--- src/rtl/ones_pattern_gen_if.sv ---
// Start/done handshake and result bus shared by the thermometer-word generator
// and whoever drives it (a controller or a testbench).
interface ones_pattern_gen_if #(
    parameter int WIDTH = 8,
    parameter int CW    = 4
);
    logic             s;
    logic [CW-1:0]    count;
    logic [WIDTH-1:0] data;
    logic             busy;
    logic             done;
    logic             ovf;

    modport master (
        output s, count,
        input  data, busy, done, ovf
    );

    modport slave (
        input  s, count,
        output data, busy, done, ovf
    );
endinterface

--- src/rtl/ones_pattern_gen.sv ---
// Serial thermometer-word builder: on start it shifts in min(count,WIDTH) ones
// from the LSB end, one per clock, and then holds the word with done high.
module ones_pattern_gen #(
    parameter int WIDTH = 8,
    parameter int CW    = 4
) (
    input  logic                clk,
    input  logic                reset,
    ones_pattern_gen_if.slave   bus
);

    typedef enum logic [1:0] {
        S_IDLE  = 2'd0,
        S_BUILD = 2'd1,
        S_DONE  = 2'd2
    } state_t;

    localparam logic [CW-1:0] WIDTH_CNT = CW'(WIDTH);
    localparam logic [CW-1:0] ONE_CNT   = CW'(1);

    state_t           state, state_next;
    logic [WIDTH-1:0] data, data_next;
    logic [CW-1:0]    cnt, cnt_next;
    logic             ovf, ovf_next;

    always_ff @(posedge clk) begin
        if (reset) begin
            state <= S_IDLE;
            data  <= '0;
            cnt   <= '0;
            ovf   <= 1'b0;
        end else begin
            state <= state_next;
            data  <= data_next;
            cnt   <= cnt_next;
            ovf   <= ovf_next;
        end
    end

    // count is only looked at in S_IDLE; oversize requests clamp to WIDTH and flag ovf.
    always_comb begin
        state_next = state;
        data_next  = data;
        cnt_next   = cnt;
        ovf_next   = ovf;
        unique case (state)
            S_IDLE: begin
                if (bus.s) begin
                    state_next = S_BUILD;
                    data_next  = '0;
                    if (bus.count > WIDTH_CNT) begin
                        cnt_next = WIDTH_CNT;
                        ovf_next = 1'b1;
                    end else begin
                        cnt_next = bus.count;
                        ovf_next = 1'b0;
                    end
                end
            end
            S_BUILD: begin
                if (cnt != '0) begin
                    data_next = {data[WIDTH-2:0], 1'b1};
                    cnt_next  = cnt - ONE_CNT;
                end else begin
                    state_next = S_DONE;
                end
            end
            S_DONE: begin
                if (!bus.s) begin
                    state_next = S_IDLE;
                end
            end
            default: begin
                state_next = S_IDLE;
            end
        endcase
    end

    assign bus.data = data;
    assign bus.ovf  = ovf;
    assign bus.busy = (state == S_BUILD);
    assign bus.done = (state == S_DONE);

endmodule
--- src/flat_wrapper.sv ---
// flat-port wrapper written by rule: the top's interface ports become plain ports
module ones_pattern_gen_flat 
#(
    parameter int WIDTH = 8,
    parameter int CW    = 4
)
  (clk, reset, bus_s, bus_count, bus_data, bus_busy, bus_done, bus_ovf);
  ones_pattern_gen_if #(.WIDTH(WIDTH), .CW(CW)) bus_i ();
  input  logic clk;
  input  logic reset;
  input wire logic [$bits(bus_i.s)-1:0] bus_s;
  input wire logic [$bits(bus_i.count)-1:0] bus_count;
  output wire logic [$bits(bus_i.data)-1:0] bus_data;
  output wire logic [$bits(bus_i.busy)-1:0] bus_busy;
  output wire logic [$bits(bus_i.done)-1:0] bus_done;
  output wire logic [$bits(bus_i.ovf)-1:0] bus_ovf;
  assign bus_i.s = bus_s;
  assign bus_i.count = bus_count;
  assign bus_data = bus_i.data;
  assign bus_busy = bus_i.busy;
  assign bus_done = bus_i.done;
  assign bus_ovf = bus_i.ovf;
  ones_pattern_gen #(.WIDTH(WIDTH), .CW(CW)) u_core (.clk(clk), .reset(reset), .bus(bus_i));
endmodule
--- config.mk ---
export PLATFORM = sky130hd
export DESIGN_NAME = ones_pattern_gen_flat
export DESIGN_NICKNAME = d
export VERILOG_FILES = /design/src/rtl/ones_pattern_gen_if.sv /design/src/rtl/ones_pattern_gen.sv /design/src/flat_wrapper.sv
export SDC_FILE = /design/constraint.sdc
export NUM_CORES = 1
export LEC_CHECK = 0
export CORE_UTILIZATION = 48
export DETAILED_ROUTE_END_ITERATION = 10
export GPL_TIMING_DRIVEN = 0
export PLACE_DENSITY = 0.79
export SKIP_LAST_GASP = 1
export SYNTH_ARGS = -nofsm -noshare
export SYNTH_HDL_FRONTEND = slang
export SYNTH_SLANG_ARGS = --single-unit
--- constraint.sdc ---
create_clock -name clk -period 4.34 [get_ports clk]
set_clock_uncertainty 0.2 [all_clocks]
set_input_delay 0.434 -clock clk [delete_from_list [all_inputs] [get_ports clk]]
set_output_delay 0.434 -clock clk [all_outputs]
set_load 0.02 [all_outputs]
==> impl_metrics.py <==
metrics = {
    "die": {
        "die_area_sq_um": 1543,
        "ios": 18,
        "start_util_pct": 51.25,
        "core_sq_um": 1301,
        "die_h_microns": 39.28,
        "core.rowCount": 13,
        "fp.dieW_microns": 39.28,
    },
    "setup_path": {
        "crit_chain": "nand2b_1 -> buf_2 -> inv_2 -> clkdlybuf4s50_1",
        "crit_path_end_kind": "output port",
        "slowest_stage": "clkdlybuf4s50_1",
        "crit_fanout": 8,
        "cp_slowest_stage_delay_ns": 0.60,
        "cp.required_ns": 3.71,
        "critPathArrivalTime_ns": 1.65,
        "worstSetupStartpointType": "register",
        "path_buf_inv": 3,
        "critPathTopFamily": "buffers and inverters",
        "path_class": "register to output port",
    },
    "logic_synthesis": {
        "postSynthCellCount": 77,
        "async_reset_ff_share_pct": 0,
        "yosys.area_share.simple_pct": 29.08,
        "ys_types": 28,
        "synth_commonest_cells": "15 x dfxtp_1, 15 x nor2_1, 7 x a22oi_1, 5 x a21oi_1",
        "synth_top_area_share_pct": 45.03,
        "netlist_top_cells_area": "dfxtp_1 45%, nor2_1 8.4%, a22oi_1 7.9%, nor3b_1 4.5%, a21oi_1 3.8%",
        "synth_ff_type": "dfxtp_1",
        "synth.avg_cell_area_sq_um": 8.661,
        "synthAdderAreaFrac_pct": 1.876,
        "synth_area_sq_um": 666.9,
        "synth_top_family_by_area": "simple AND/OR/NAND/NOR gates",
        "synth_top_area_cell": "dfxtp_1",
        "yosysWarnings": 0,
        "synthMuxAreaShare_pct": 0,
        "synth_compound_area_share_pct": 19.32,
        "syn-num-nets": 85,
        "synth_xor_area_share_pct": 0,
        "synth_seq_cells": 15,
        "ys_seq_area_share_pct": 45.03,
        "synth_edf_count": 0,
    },
    "finish": {
        "syn_to_final_growth_pct": 32.27,
        "final_cells": 113,
        "post-route-cell-area_sq_um": 882.1,
        "nets": 107,
        "antenna_cells": 0,
        "drive_above_1_share_pct": 10.20,
        "final_util_pct": 67.79,
    },
    "hold_path": {
        "worst_hold_path_type": "register to register",
    },
    "clock_network": {
        "clkLatencyLatePin_ns": 0.28,
        "cts_buffer_depth": 2,
        "cts_tree": "built",
        "cts_buffers": 3,
        "post-cts-setup-buffer-count": 0,
        "path_clk_slew_ns": 0.09,
        "clkSinkCount": 15,
        "ctsHoldBuffers": 0,
        "clockRootBuffer": "clkbuf_4",
        "post_cts_resized": 0,
        "h-tree-depth": 1,
    },
    "placement": {
        "portBuffers": 17,
        "dpl.cell_count": 109,
        "detailed_place_hpwl_microns": 990.6,
        "postPlaceCellArea_sq_um": 855.8,
        "routabilityCongestion": 0.7747,
        "dp_slack_ns": 2.304,
    },
    "sta": {
        "rsz0062_at_grt": "no",
        "setup_ws_ns": 2.055,
        "finalMaxSlewViolations": 0,
        "finalSetupTns_ns": 0,
        "fin_crit_ns": 2.285,
        "max_freq_mhz": 437.6,
        "tightest_slew_ns": 0.4576,
        "relSlewSlack_pct": 69.26,
        "hold_slack_ns": 0.2989,
        "fin_crit_sh_pct": 52.65,
        "hold_viol": 0,
        "setup_viol": 0,
    },
    "routing": {
        "vias": 597,
        "drcViolationCount": 0,
        "drt-wirelength-per-cell_microns": 12.70,
        "via_per_inst": 5.283,
        "antenna_left": 0,
        "drt_iter0_drc": 8,
        "totalWireLength_mm": 1.435,
        "firstDrtPassIters": 4,
    },
    "grt": {
        "overflow": 0,
        "grt_pass1_vias": 509,
        "antenna_found_initial": 0,
        "grt_pass1_wl_mm": 2.118,
        "grt_max_degree": 11,
        "track_usage_pct": 21.53,
    },
    "pwr": {
        "powerDensity_nw_per_um2": 418.6,
        "p_leak_nw": 0.3122,
        "p_total_mw": 0.3692,
        "ir_worst_vdd_mv": 0.2296,
    },
    "outcome": {
        "outcome": "finished clean",
    },
    "flow_run": {
        "max_cap_viol_count": 0,
    },
}
[cells by family (layout without fill, tap and decap cells)]
family,after synthesis,count (layout)
and+or+nand+nor,35,35
adders and majority gates,1,1
buffers and inverters,6,27
AOI/OAI and AO/OA,20,20
DFF,15,15
[layout make-up]
class | count | area [sq um]
multi-input cells | 56 | 335.3
flip-flops and latches | 15 | 300.3
repair buffers | 17 | 170.2
inverters | 3 | 11.26
clock buffers | 4 | 26.28
well taps | 15 | 18.77
fillers | 119 | 419.2
plain buffers | 3 | 20.02
[final timing paths]
check,start,to,slack [ns],cells after the start
setup reg to reg,u_core.cnt[0],u_core.bus.data[4],2.35,7
hold / removal,u_core.cnt[0],u_core.cnt[0],0.30,2
hold reg to reg,u_core.cnt[0],u_core.cnt[0],0.30,2
setup / recovery,u_core.state[1],bus_busy,2.05,4
[routing by layer]
layer	track usage [%]	routed length [microns]	vias to the layer above
li1	-	-	314
met1	26.06	724	270
met2	32.92	654	13
met3	5.114	55	0
met4	15.52	0	0
met5	0	0	-
[registers in the layout (all words and copies together) (netlist names)]
register,flops
u_core.bus.ovf,1
u_core.state,2
u_core.bus.data,8
u_core.cnt,4
[layout by cell type, fill, tap and decap left out, types with 2 or more instances in the layout]
cell	instances
a21oi_1	5
clkbuf_1	2
clkdlybuf4s50_1	17
nor3b_1	4
and2_1	2
o21ai_0	4
inv_1	2
nor2_1	15
nor3_1	3
clkbuf_4	3
dfxtp_1	15
a22oi_1	7
nand3_1	2
[power by group]
group / leakage [nW] / internal, mW / switching (mW)
Clock: 0.0150 / 0.0357 / 0.0431
Sequential: 0.122 / 0.151 / 0.0131
Combinational: 0.175 / 0.0581 / 0.0681
[tightest hold or removal path, delay by kind of cell (launching register included)]
family | cells | cell delay [ns]
compound gates | 1 | 0.06
simple gates | 1 | 0.06
flops | 1 | 0.34
Power figures use the tool's default switching activity.
